**config.mk**
```make
export PLATFORM = sky130hd
export DESIGN_NAME = bcd_conv_arbiter_flat
export DESIGN_NICKNAME = d
export VERILOG_FILES = /design/src/rtl/bcd_arb_pkg.sv /design/src/rtl/bcd_conv_arbiter_if.sv /design/src/rtl/bcd_dabble_seq.sv /design/src/rtl/bcd_conv_arbiter.sv /design/src/flat_wrapper.sv
export SDC_FILE = /design/constraint.sdc
export NUM_CORES = 1
export LEC_CHECK = 0
export CORE_UTILIZATION = 45
export DETAILED_ROUTE_END_ITERATION = 10
export MAX_ROUTING_LAYER = met4
export PLACE_DENSITY = 0.77
export RECOVER_POWER = 25
export SYNTH_ARGS = -nofsm -noshare
export SYNTH_HDL_FRONTEND = slang
export SYNTH_SLANG_ARGS = --single-unit
```
**constraint.sdc**
```tcl
create_clock -name clk -period 7.4 [get_ports clk]
set_input_delay 2.22 -clock clk [delete_from_list [all_inputs] [get_ports clk]]
set_output_delay 2.22 -clock clk [all_outputs]
set_load 0.05 [all_outputs]
```
**src/rtl/bcd_arb_pkg.sv**
```systemverilog
// Shared types and constants for the round-robin shared BCD converter.
package bcd_arb_pkg;

    typedef enum logic [0:0] {
        IDLE = 1'b0,
        CONV = 1'b1
    } state_t;

    localparam int               DIGIT_W     = 4;
    localparam logic [DIGIT_W-1:0] ADD3_THRESH = 4'd5;
    localparam logic [DIGIT_W-1:0] ADD3_VAL    = 4'd3;
    localparam logic [DIGIT_W-1:0] BLANK_CODE  = 4'hF;

    // Double-dabble digit correction applied before every shift.
    function automatic logic [DIGIT_W-1:0] dabble_adj(input logic [DIGIT_W-1:0] d);
        logic [DIGIT_W-1:0] r;
        if (d >= ADD3_THRESH) begin
            r = d + ADD3_VAL;
        end else begin
            r = d;
        end
        return r;
    endfunction

endpackage

```
**src/rtl/bcd_conv_arbiter_if.sv**
```systemverilog
// Requester-facing bus of the shared BCD converter: level requests in, ack/result out.
interface bcd_conv_arbiter_if #(
    parameter int NUM_REQ = 4,
    parameter int BIN_W   = 16,
    parameter int DIGITS  = 5,
    parameter int ID_W    = 3
);
    logic [NUM_REQ-1:0]       req;
    logic [NUM_REQ*BIN_W-1:0] req_val;
    logic [NUM_REQ-1:0]       ack;
    logic                     busy;
    logic                     done;
    logic [ID_W-1:0]          done_id;
    logic [DIGITS*4-1:0]      bcd_out;

    modport master (
        output req, req_val,
        input  ack, busy, done, done_id, bcd_out
    );

    modport slave (
        input  req, req_val,
        output ack, busy, done, done_id, bcd_out
    );
endinterface

```
**src/rtl/bcd_dabble_seq.sv**
```systemverilog
// Iterative double-dabble engine: load a binary value, then one add-3/shift step per cycle.
module bcd_dabble_seq
    import bcd_arb_pkg::*;
#(
    parameter int BIN_W  = 16,
    parameter int DIGITS = 5
) (
    input  logic                        clk,
    input  logic                        rst_n,
    input  logic                        i_load,
    input  logic                        i_step,
    input  logic [BIN_W-1:0]            i_bin,
    output logic [DIGITS*DIGIT_W-1:0]   o_bcd_next,
    output logic                        o_last
);
    localparam int BCD_W = DIGITS * DIGIT_W;
    localparam int CNT_W = $clog2(BIN_W) + 1;

    logic [BCD_W-1:0]       r_bcd;
    logic [BIN_W-1:0]       r_bin;
    logic [CNT_W-1:0]       r_cnt;
    logic [BCD_W-1:0]       w_adj;
    logic [BCD_W+BIN_W-1:0] w_shift;

    // Per-nibble add-3 correction of the current BCD field.
    always_comb begin
        w_adj = '0;
        for (int k = 0; k < DIGITS; k++) begin
            w_adj[k*DIGIT_W +: DIGIT_W] = dabble_adj(r_bcd[k*DIGIT_W +: DIGIT_W]);
        end
    end

    assign w_shift    = {w_adj, r_bin} << 1;
    assign o_bcd_next = w_shift[BIN_W +: BCD_W];
    assign o_last     = (r_cnt == CNT_W'(BIN_W - 1));

    // Shift register and step counter.
    always_ff @(posedge clk) begin
        if (!rst_n) begin
            r_bcd <= '0;
            r_bin <= '0;
            r_cnt <= '0;
        end else if (i_load) begin
            r_bcd <= '0;
            r_bin <= i_bin;
            r_cnt <= '0;
        end else if (i_step) begin
            r_bcd <= o_bcd_next;
            r_bin <= w_shift[BIN_W-1:0];
            r_cnt <= r_cnt + CNT_W'(1'b1);
        end else begin
            r_bcd <= r_bcd;
            r_bin <= r_bin;
            r_cnt <= r_cnt;
        end
    end

endmodule

```
**src/rtl/bcd_conv_arbiter.sv**
```systemverilog
// Round-robin arbiter sharing one iterative binary-to-BCD converter among NUM_REQ requesters.
// Optional build macro BCD_LEADING_BLANK_EN blanks leading zero digits (code 4'hF) in the result.
module bcd_conv_arbiter
    import bcd_arb_pkg::*;
#(
    parameter int NUM_REQ = 4,
    parameter int BIN_W   = 16,
    parameter int DIGITS  = 5,
    parameter int ID_W    = 3
) (
    input  logic              clk,
    input  logic              rst_n,
    bcd_conv_arbiter_if.slave bus
);
    localparam int BCD_W = DIGITS * DIGIT_W;

    state_t             r_state;
    state_t             w_state_nxt;
    logic [ID_W-1:0]    r_rr;
    logic [ID_W-1:0]    r_id;
    logic [ID_W-1:0]    r_done_id;
    logic [ID_W-1:0]    w_grant_idx;
    logic               w_grant_vld;
    logic               w_load;
    logic               w_step;
    logic               w_finish;
    logic               w_last;
    logic [NUM_REQ-1:0] w_req_rot;
    logic [NUM_REQ-1:0] w_ack_nxt;
    logic [NUM_REQ-1:0] r_ack;
    logic               r_busy;
    logic               r_done;
    logic [BIN_W-1:0]   w_sel_val;
    logic [BCD_W-1:0]   w_bcd_next;
    logic [BCD_W-1:0]   r_bcd_out;

    // Explicit modulo keeps the pointer inside the populated range for any NUM_REQ.
    function automatic logic [ID_W-1:0] rr_index(input logic [ID_W-1:0] base, input int off);
        int s;
        s = (int'(base) + off) % NUM_REQ;
        return ID_W'(s);
    endfunction

    function automatic logic [BCD_W-1:0] fmt_result(input logic [BCD_W-1:0] d);
`ifdef BCD_LEADING_BLANK_EN
        logic [BCD_W-1:0] r;
        logic             lead;
        r    = d;
        lead = 1'b1;
        for (int k = DIGITS - 1; k >= 1; k--) begin
            if (lead && (d[k*DIGIT_W +: DIGIT_W] == 4'd0)) begin
                r[k*DIGIT_W +: DIGIT_W] = BLANK_CODE;
            end else begin
                lead = 1'b0;
            end
        end
        return r;
`else
        return d;
`endif
    endfunction

    assign w_req_rot = NUM_REQ'({bus.req, bus.req} >> r_rr);

    // First requester at or above the rr pointer, wrapping.
    always_comb begin
        w_grant_vld = 1'b0;
        w_grant_idx = '0;
        for (int i = 0; i < NUM_REQ; i++) begin
            if (!w_grant_vld && w_req_rot[i]) begin
                w_grant_vld = 1'b1;
                w_grant_idx = rr_index(r_rr, i);
            end else begin
                w_grant_vld = w_grant_vld;
            end
        end
    end

    // Value mux and one-hot ack for the granted requester.
    always_comb begin
        w_sel_val = '0;
        w_ack_nxt = '0;
        for (int k = 0; k < NUM_REQ; k++) begin
            if (w_grant_idx == ID_W'(k)) begin
                w_sel_val    = bus.req_val[k*BIN_W +: BIN_W];
                w_ack_nxt[k] = w_load;
            end else begin
                w_ack_nxt[k] = 1'b0;
            end
        end
    end

    // Next-state and control decode.
    always_comb begin
        w_state_nxt = r_state;
        w_load      = 1'b0;
        w_step      = 1'b0;
        w_finish    = 1'b0;
        case (r_state)
            IDLE: begin
                if (w_grant_vld) begin
                    w_state_nxt = CONV;
                    w_load      = 1'b1;
                end else begin
                    w_state_nxt = IDLE;
                end
            end
            CONV: begin
                w_step = 1'b1;
                if (w_last) begin
                    w_state_nxt = IDLE;
                    w_finish    = 1'b1;
                end else begin
                    w_state_nxt = CONV;
                end
            end
            default: begin
                w_state_nxt = IDLE;
            end
        endcase
    end

    // State register.
    always_ff @(posedge clk) begin
        if (!rst_n) begin
            r_state <= IDLE;
        end else begin
            r_state <= w_state_nxt;
        end
    end

    // Grant bookkeeping, handshake pulses and the result register.
    always_ff @(posedge clk) begin
        if (!rst_n) begin
            r_rr      <= '0;
            r_id      <= '0;
            r_ack     <= '0;
            r_busy    <= 1'b0;
            r_done    <= 1'b0;
            r_done_id <= '0;
            r_bcd_out <= '0;
        end else begin
            r_ack  <= w_ack_nxt;
            r_done <= w_finish;
            if (w_load) begin
                r_busy <= 1'b1;
                r_rr   <= rr_index(w_grant_idx, 1);
                r_id   <= w_grant_idx;
            end else if (w_finish) begin
                r_busy    <= 1'b0;
                r_bcd_out <= fmt_result(w_bcd_next);
                r_done_id <= r_id;
            end else begin
                r_busy <= r_busy;
            end
        end
    end

    bcd_dabble_seq #(
        .BIN_W  (BIN_W),
        .DIGITS (DIGITS)
    ) u_dabble (
        .clk        (clk),
        .rst_n      (rst_n),
        .i_load     (w_load),
        .i_step     (w_step),
        .i_bin      (w_sel_val),
        .o_bcd_next (w_bcd_next),
        .o_last     (w_last)
    );

    assign bus.ack     = r_ack;
    assign bus.busy    = r_busy;
    assign bus.done    = r_done;
    assign bus.done_id = r_done_id;
    assign bus.bcd_out = r_bcd_out;

endmodule

```
**src/flat_wrapper.sv**
```systemverilog
// flat-port wrapper written by rule: the top's interface ports become plain ports
module bcd_conv_arbiter_flat import bcd_arb_pkg::*;
#(
    parameter int NUM_REQ = 4,
    parameter int BIN_W   = 16,
    parameter int DIGITS  = 5,
    parameter int ID_W    = 3
)
  (clk, rst_n, bus_req, bus_req_val, bus_ack, bus_busy, bus_done, bus_done_id, bus_bcd_out);
  bcd_conv_arbiter_if #(.NUM_REQ(NUM_REQ), .BIN_W(BIN_W), .DIGITS(DIGITS), .ID_W(ID_W)) bus_i ();
  input  logic clk;
  input  logic rst_n;
  input wire logic [$bits(bus_i.req)-1:0] bus_req;
  input wire logic [$bits(bus_i.req_val)-1:0] bus_req_val;
  output wire logic [$bits(bus_i.ack)-1:0] bus_ack;
  output wire logic [$bits(bus_i.busy)-1:0] bus_busy;
  output wire logic [$bits(bus_i.done)-1:0] bus_done;
  output wire logic [$bits(bus_i.done_id)-1:0] bus_done_id;
  output wire logic [$bits(bus_i.bcd_out)-1:0] bus_bcd_out;
  assign bus_i.req = bus_req;
  assign bus_i.req_val = bus_req_val;
  assign bus_ack = bus_i.ack;
  assign bus_busy = bus_i.busy;
  assign bus_done = bus_i.done;
  assign bus_done_id = bus_i.done_id;
  assign bus_bcd_out = bus_i.bcd_out;
  bcd_conv_arbiter #(.NUM_REQ(NUM_REQ), .BIN_W(BIN_W), .DIGITS(DIGITS), .ID_W(ID_W)) u_core (.clk(clk), .rst_n(rst_n), .bus(bus_i));
endmodule
```
==> results of run 1 <==
power by group through the flow:
stage          combinational, uW  sequential [uW]  clock [uW]
4_1_cts                      189              432         297
5_1_grt                      208              435         315
3_5_place_dp                 188              441           0
6_report                     189              432         295
3_3_place_gp                 182              440           0
2_1_floorplan                119              439           0
layout make-up:
cell class              count  area, um^2  area share [%]
inverters                  19        71.3            1.43
multi-input cells         346        2130            42.8
well taps                 105         131            2.64
clock inverters             4        26.3           0.527
flip-flops and latches     74        1480            29.8
repair buffers             99         982            19.7
clock buffers              12         155            3.11
per-stage QoR:
step	setup slack, ps	std cells	util [%]	instance area [um^2]	power, uW
3_3_place_gp	2140	643	58.5	4800	622
5_1_grt	1090	659	60.6	4980	957
4_1_cts	2350	659	60.7	4990	918
2_1_floorplan	3070	477	-	3840	558
3_5_place_dp	1970	643	58.5	4800	629
6_report	1480	659	60.6	4980	916
path summary, 6_finish.rpt:
check | start | to | slack (ps)
worst min register to register | u_core.bus.bcd_out[7]$_SDFFE_PN0P_ | u_core.bus.bcd_out[7]$_SDFFE_PN0P_ | 450
worst min-delay path | u_core.bus.bcd_out[7]$_SDFFE_PN0P_ | u_core.bus.bcd_out[7]$_SDFFE_PN0P_ | 450
worst max register to register | u_core.r_rr[1]$_SDFFE_PN0P_ | u_core.u_dabble.r_bin[0]$_SDFFE_PN0P_ | 4470
worst max-delay path | bus_req[2] | u_core.u_dabble.r_bin[0]$_SDFFE_PN0P_ | 1480
kinds of logic after synthesis:
logic type                 share of synthesized area (%)
AOI/OAI and AO/OA                                   24.8
xor gates and xnor gates                            1.83
adders and majority gates                           5.22
buffers and inverters                               6.13
DFF                                                 38.6
muxes                                               1.30
other                                             0.0977
and+or+nand+nor                                     22.0
worst max-delay path, cell delays in order:
cell and delay, ps:
clkdlybuf4s50_1 530, nor4_4 300, clkbuf_1 1100, nor4_1 290, inv_1 170, ha_1 770, a21oi_1 90, a221oi_1 300
a211oi_1 70, nor4b_1 320
registers in the layout (all words and copies together), names as in the netlist:
| name | count |
|---|---|
| u_core.bus.ack | 4 |
| u_core.bus.bcd_out | 20 |
| u_core.bus.busy | 1 |
| u_core.bus.done | 1 |
| u_core.bus.done_id | 2 |
| u_core.r_id | 2 |
| u_core.r_rr | 2 |
| u_core.r_state | 1 |
| u_core.u_dabble.r_bcd | 20 |
| u_core.u_dabble.r_bin | 16 |
| u_core.u_dabble.r_cnt | 5 |
synth_stat cells:
| library cell | count |
|---|---|
| mux2i_1 | 5 |
| a211oi_1 | 11 |
| xnor2_1 | 6 |
| nand2_1 | 51 |
| nor2b_1 | 19 |
| nor4_1 | 3 |
| nand4_1 | 6 |
| ha_1 | 16 |
| dfxtp_1 | 74 |
| nand2b_1 | 6 |
| and3_4 | 1 |
| or2_2 | 1 |
| a21boi_1 | 1 |
| a21boi_0 | 1 |
| xor2_1 | 2 |
| and2_4 | 1 |
| nor3b_1 | 6 |
| clkbuf_1 | 32 |
| nor4b_1 | 1 |
| o31ai_1 | 3 |
| o2bb2ai_1 | 15 |
| nor3_1 | 17 |
| a21oi_1 | 39 |
| a2111oi_1 | 2 |
| or4_1 | 1 |
| a221oi_1 | 11 |
| and3_1 | 6 |
| buf_4 | 1 |
| a2111oi_0 | 1 |
| buf_1 | 1 |
| and3b_1 | 5 |
| and2_1 | 6 |
| o21a_1 | 1 |
| a2bb2oi_1 | 1 |
| nor4_2 | 1 |
| buf_2 | 2 |
| nand3b_1 | 2 |
| conb_1 | 1 |
| buf_6 | 2 |
| nand3_1 | 11 |
| o21ai_0 | 62 |
| inv_1 | 19 |
| a22o_1 | 6 |
| nor2_1 | 18 |
per-layer routing:
layer	vias to the layer above	wire [um]	global-route usage [%]
met5	-	0	-
met4	0	183	10.4
met3	15	502	2.50
met2	127	4730	38.9
met1	1674	4160	27.0
li1	1836	-	-
==> results.rst, run 1 <==
.. list-table::
   :header-rows: 1

   * - Metric
     - Value
   * - Clock Sink Count
     - 74
   * - Gates resized, CTS repair
     - 0
   * - Pin count of the biggest net entering global routing
     - 55
   * - Gpl congestion
     - 0.863
   * - ANT nets after route
     - 0
   * - Antenna violations before repair
     - 0
   * - Part of the total power dissipated in combinational logic
     - 20.6%
   * - Depth of the worst hold-timing path
     - 2
   * - Final period demand of the worst path
     - approximately 5900 ps
   * - Root Buffer
     - clkbuf_8
   * - Worst-case vdd ir drop
     - about 0.00011 V
   * - Power Density
     - 184 mW/mm^2
   * - Number of vias after detailed routing
     - 3652
   * - Leakage
     - approximately 0.0018 uW
   * - DR DRC count
     - 0
   * - Fraction of layout cells with a size suffix above 1
     - 3.97%
   * - Routed wire length per instance
     - 14.5 um
   * - Number of design-rule violations left by the first detailed-router iteration
     - 157
   * - Top Ports
     - 99
   * - Number of H-tree levels
     - 3
   * - Maximum achievable frequency
     - roughly 0.17 GHz
   * - Proportion of power drawn by the clock network
     - 32.2%
   * - Nets
     - 635
   * - Max-slew headroom at the worst pin
     - 1.47%
   * - Setup Skew
     - 11.7 ps
   * - Max Fanout on Critical Path
     - 35
   * - Clock slew seen by the registers of the worst setup and hold paths
     - 90 ps
   * - Net Sw Power
     - between 200 and 300 uW
   * - Die H
     - approximately 94 um
   * - Clock tree from TritonCTS
     - built
   * - Most area-hungry cell type in the Yosys netlist
     - dfxtp_1
   * - Crit path launch type
     - primary input
   * - Setup TNS
     - 0 ps
   * - Die outline area
     - 0.00890 mm^2
   * - Yosys warnings
     - 0
   * - Synthesized area divided by synthesized cell count
     - a little over 8 um^2
   * - Number of buffers between clock root and the deepest sink
     - 2
   * - Share of the cycle needed by the critical path after routing
     - 79.9%
   * - Worst Path Class, Setup
     - primary input to flop
   * - Setup violators final
     - 0
   * - Setup repair after global routing missed its margin
     - false
   * - # diodes
     - 0
   * - Total nets after synthesis
     - about 560
   * - Global-route wire length before repair
     - 15500 um
   * - Filler cells
     - around 730
   * - Area share of the largest cell type after synthesis
     - between 30% and 40%
   * - Proportion of synthesized chip area in sequential cells
     - 38.6%
   * - Post-Synthesis Cells
     - about 480
   * - Number of cells on the worst reg-to-reg path
     - 8
   * - Most frequent cells in the layout
     - clkdlybuf4s50_1 (79), dfxtp_1 (73), o21ai_0 (62)
   * - Final hold violation count
     - 0
   * - Run status
     - finished, final reports clean
   * - Number of library cell types mapped by synthesis
     - 44
   * - Most common library cell in the layout ignoring fill and taps
     - clkdlybuf4s50_1
   * - Nature of the critical path endpoint
     - flop
   * - Power share of the sequential group
     - between 40% and 50%
   * - Core Area
     - 0.00822 mm^2
   * - Required time worst endpoint
     - 7660 ps
   * - Transition time of the tightest slew-check pin
     - around 1500 ps
   * - Number of buffers added by the clock tree synthesis step
     - 9
   * - Area contributors post-synth
     - dfxtp_1 (39%), o21ai_0 (8.1%), ha_1 (5.2%)
   * - Number of hold buffers added after cts
     - 0
   * - Via count of the first global-routing pass
     - 3397
   * - Max-Cap Viols
     - 0
   * - Total gr overflow
     - 0
   * - Via-per-instance ratio
     - roughly 5.5
   * - Synth-to-Final Area Change
     - 29.8%
   * - Worst-skew pair later-pin latency
     - 350 ps
   * - Starting Density
     - 46.7%
   * - Post-detail-place hpwl
     - 6750 um
   * - Row cnt
     - 33
   * - Int Power
     - 646 uW
   * - Total wire length after detailed routing
     - 9580 um
   * - Worst hold slack
     - 449 ps
   * - Share of total power consumed by net switching
     - 29.5%
   * - Flop and latch count out of synthesis
     - 74
   * - Number of buffer cells added on primary ports
     - 97
   * - Buffer count from post-CTS setup fixing
     - 0
   * - Overall die width
     - 94.3 um
   * - Signal arrival time at the worst endpoint
     - 6180 ps
   * - Class of the tightest hold or removal check
     - flop to flop
   * - Total Routing Usage GR
     - 22.8%
   * - Count of TritonRoute iterations in the first routing pass
     - 4
   * - Combined area of all synthesized cells
     - between 0.003 and 0.004 mm^2
   * - Final max-slew violation count
     - 0
Note: power is estimated with default switching activity, not from simulation.
==> run 2: changes to the inputs <==
--- a/config.mk
+++ b/config.mk
@@ -5,10 +5,10 @@
 export SDC_FILE = /design/constraint.sdc
 export NUM_CORES = 1
 export LEC_CHECK = 0
-export CORE_UTILIZATION = 45
+export CORE_UTILIZATION = 44
 export DETAILED_ROUTE_END_ITERATION = 10
 export MAX_ROUTING_LAYER = met4
-export PLACE_DENSITY = 0.77
+export PLACE_DENSITY = 0.78
 export RECOVER_POWER = 25
 export SYNTH_ARGS = -nofsm -noshare
 export SYNTH_HDL_FRONTEND = slang
==> constraint.sdc (replaced) <==
create_clock -name clk -period 5.2 [get_ports clk]
set_input_delay 1.56 -clock clk [delete_from_list [all_inputs] [get_ports clk]]
set_output_delay 1.56 -clock clk [all_outputs]
set_load 0.05 [all_outputs]
==> run 2 against run 1 <==
The flow now finishes with violations (max-capacitance violations, max-slew violations). Sequential cell count stayed put. Routed wire length is 1.3% lower. Worst hold slack worse by 1.4 ps. Utilization is 0.80 points lower. Critical endpoint is now u_core.u_dabble.r_bcd[2]$_SDFFE_PP0P_. Largest cell class unchanged. Largest power group unchanged.
==> results.rst, run 2 (synthesis gave the netlist of run 1 again) <==
.. list-table::
   :header-rows: 1

   * - Metric
     - Value
   * - Gates resized, CTS repair
     - 0 (unchanged)
   * - Maximum achievable frequency
     - 0.224 GHz
   * - Total Routing Usage GR
     - 23.0% (was 22.8%)
   * - Number of design-rule violations left by the first detailed-router iteration
     - 185 (was 157)
   * - Setup Skew
     - 9.57 ps (was 11.7 ps)
   * - Core Area
     - 0.00834 mm^2 (was 0.00822 mm^2)
   * - Total gr overflow
     - 0 (unchanged)
   * - Nature of the critical path endpoint
     - flop (unchanged)
   * - Max-Cap Viols
     - 1 (was 0)
   * - Signal arrival time at the worst endpoint
     - 4690 ps (was 6180 ps)
   * - Max-slew headroom at the worst pin
     - -2.01% (was 1.47%)
   * - Critical path, cell by cell
     - dlygate4sd3_1, nor4_1, clkbuf_1, o21ai_1, buf_4, a2111oi_0 (was clkdlybuf4s50_1, nor4_4, clkbuf_1, nor4_1, inv_1, ha_1, a21oi_1, a221oi_1, a211oi_1, nor4b_1)
   * - Number of H-tree levels
     - 3 (unchanged)
   * - End of the worst register-to-register path
     - u_core.u_dabble.r_bin[8]$_SDFFE_PN0P_ (was u_core.u_dabble.r_bin[0]$_SDFFE_PN0P_)
   * - Required time worst endpoint
     - 5430 ps (was 7660 ps)
   * - Fin util
     - 59.8% (was 60.6%)
   * - Violations in the final reports
     - max-capacitance violations, max-slew violations
   * - Most frequent cells in the layout
     - clkdlybuf4s50_1 (87), dfxtp_1 (73), o21ai_0 (61) (was clkdlybuf4s50_1 (79), dfxtp_1 (73), o21ai_0 (62))
   * - Global-route wire length before repair
     - 15900 um (was 15500 um)
   * - Final period demand of the worst path
     - about 4500 ps
   * - Routed wire length per instance
     - 14.3 um (was 14.5 um)
   * - Number of buffers added by the clock tree synthesis step
     - 9 (unchanged)
   * - Leakage
     - 0.00179 uW (was 0.00181 uW)
   * - Die H
     - 95.4 um (was 94.3 um)
   * - Buffer count from post-CTS setup fixing
     - 0 (unchanged)
   * - Hold path startpoint
     - u_core.bus.bcd_out[6]$_SDFFE_PN0P_ (was u_core.bus.bcd_out[7]$_SDFFE_PN0P_)
   * - Synth-to-Final Area Change
     - 30.1% (was 29.8%)
   * - Int Power
     - 931 uW (was 646 uW)
   * - Worst-case vdd ir drop
     - 0.000125 V (was 0.000114 V)
   * - Most common library cell in the layout ignoring fill and taps
     - clkdlybuf4s50_1 (unchanged)
   * - Filler cells
     - 754 (was 732)
   * - Net Sw Power
     - 374 uW (was 270 uW)
   * - Nets
     - 638 (was 635)
   * - Gpl congestion
     - 0.846 (was 0.863)
   * - Number of hold buffers added after cts
     - 0 (unchanged)
   * - Final setup margin
     - 738 ps (was 1480 ps)
   * - Final max-slew violation count
     - 35 (was 0)
   * - Clock slew seen by the registers of the worst setup and hold paths
     - 70 ps (was 90 ps)
   * - Number of buffer cells added on primary ports
     - 97 (unchanged)
   * - Final hold violation count
     - 0 (unchanged)
   * - Worst Path Class, Setup
     - primary input to flop (unchanged)
   * - Run status
     - finished, violations left (was finished, final reports clean)
   * - Delay contributed by the slowest stage of the critical path
     - 1160 ps (was 1100 ps)
   * - ANT nets after route
     - 0 (unchanged)
   * - Row cnt
     - 33 (unchanged)
   * - Part of the total power dissipated in combinational logic
     - 20.5% (was 20.6%)
   * - Pin count of the biggest net entering global routing
     - 55 (unchanged)
   * - Depth of the worst hold-timing path
     - 2 (unchanged)
   * - Root Buffer
     - clkbuf_8 (unchanged)
   * - Die outline area
     - 0.00910 mm^2 (was 0.00890 mm^2)
   * - DR DRC count
     - 0 (unchanged)
   * - Starting Density
     - 46.0% (was 46.7%)
   * - Number of vias after detailed routing
     - 3670 (was 3652)
   * - Number of buffers between clock root and the deepest sink
     - 2 (unchanged)
   * - Overall die width
     - 95.4 um (was 94.3 um)
   * - Power Density
     - 262 mW/mm^2 (was 184 mW/mm^2)
   * - Fraction of layout cells with a size suffix above 1
     - 4.13% (was 3.97%)
   * - Worst slack after detailed placement
     - 735 ps (was 1970 ps)
   * - Number of placed instances, taps included
     - 646 (was 643)
   * - Top Ports
     - 99 (unchanged)
   * - Via count of the first global-routing pass
     - 3555 (was 3397)
   * - Non-Filler Instances
     - 662 (was 659)
   * - Max Fanout on Critical Path
     - 34 (was 35)
   * - Post-detail-place hpwl
     - 6720 um (was 6750 um)
   * - Proportion of power drawn by the clock network
     - 32.5% (was 32.2%)
   * - Setup violators final
     - 0 (unchanged)
   * - Antenna violations before repair
     - 0 (unchanged)
   * - Register-to-register setup slack
     - 2470 ps (was 4470 ps)
   * - Share of the cycle needed by the critical path after routing
     - between 80% and 90%
   * - Transition time of the tightest slew-check pin
     - 1530 ps (was 1480 ps)
   * - Setup TNS
     - 0 ps (unchanged)
   * - Count of TritonRoute iterations in the first routing pass
     - 5 (was 4)
   * - Master of the slowest instance on the critical path
     - clkbuf_1 (unchanged)
   * - Crit Reg-Reg Startpoint
     - u_core.r_rr[1]$_SDFFE_PN0P_ (unchanged)
   * - Crit path launch type
     - primary input (unchanged)
   * - Clock tree from TritonCTS
     - built (unchanged)
   * - Total wire length after detailed routing
     - 9460 um (was 9580 um)
   * - Worst-skew pair later-pin latency
     - 350 ps (about the same)
   * - Setup repair after global routing missed its margin
     - false (unchanged)
   * - Number of cells on the worst reg-to-reg path
     - 9 (was 8)
   * - Via-per-instance ratio
     - 5.54 (about the same)
   * - Clock Sink Count
     - 74 (unchanged)
   * - Share of total power consumed by net switching
     - 28.7% (was 29.5%)
   * - Class of the tightest hold or removal check
     - flop to flop (unchanged)
   * - Terminating pin of the worst hold path
     - u_core.bus.bcd_out[6]$_SDFFE_PN0P_ (was u_core.bus.bcd_out[7]$_SDFFE_PN0P_)
   * - Power share of the sequential group
     - 47.1% (about the same)
   * - # diodes
     - 0 (unchanged)
run 2: changes by cell type in the layout (fill, tap and decap cells not counted):
| cell | delta |
|---|---|
| clkbuf_8 | +1 |
| o21ai_0 | -1 |
| clkinv_4 | -1 |
| clkdlybuf4s50_1 | +8 |
| o21ai_1 | +1 |
| dlygate4sd3_1 | -8 |
| clkinvlp_4 | +1 |
| nor4_1 | +1 |
| nor4_4 | -1 |
| a21boi_2 | -1 |
| a21boi_1 | +1 |
| buf_4 | +2 |
run 2: through the flow:
stage / hold slack, ps / area (um^2) / power, uW
floorplan: 443 / 3840 / 794
finish: 448 / 4990 / 1310
global route: 464 / 4990 / 1380
CTS: 458 / 5010 / 1320
detailed placement: 442 / 4820 / 895
global placement: 437 / 4820 / 887
run 2: area by class of cell:
type | count | area [um^2] | area share [%]
Clock buffer | 12 | 165 | 3.31
Clock inverter | 4 | 25.0 | 0.501
Inverter | 19 | 71.3 | 1.43
Multi-Input combinational cell | 346 | 2110 | 42.4
Sequential cell | 74 | 1480 | 29.7
Tap cell | 105 | 131 | 2.63
Timing Repair Buffer | 102 | 1000 | 20.1
run 2: layer usage:
metal	global-route usage (%)	share of wire [%]
met1	25.9	42
met2	38.8	49
met3	6.94	7.3
met4	7.96	1.9
met5	-	0
run 2: critical path, delay by kind of cell:
kind / cells / cell delay, ps
buf+inv: 3 / 2090
compound gates: 2 / 630
simple gates: 1 / 400
run 2: worst max path at each step:
stage,startpoint,endpoint,slack (ps),depth (start not counted)
final,bus_req[2],u_core.u_dabble.r_bcd[2]$_SDFFE_PP0P_,740,6
after global routing,bus_req[2],u_core.u_dabble.r_bcd[2]$_SDFFE_PP0P_,470,6
after CTS,bus_req[1],u_core.u_dabble.r_bin[8]$_SDFFE_PN0P_,1120,10
after detailed placement,bus_req[1],u_core.u_dabble.r_bin[8]$_SDFFE_PN0P_,730,10
after global placement,bus_req[1],u_core.u_dabble.r_bin[0]$_SDFFE_PN0P_,930,9
after floorplan,bus_req[2],u_core.u_dabble.r_bin[5]$_SDFFE_PN0P_,1530,10
run 2: power groups by stage:
stage	sequential (uW)	combinational, uW	clock [uW]
after floorplan	624	170	0
after global placement	626	260	0
after detailed placement	627	268	0
after CTS	614	269	435
after global routing	618	296	463
final	615	267	424
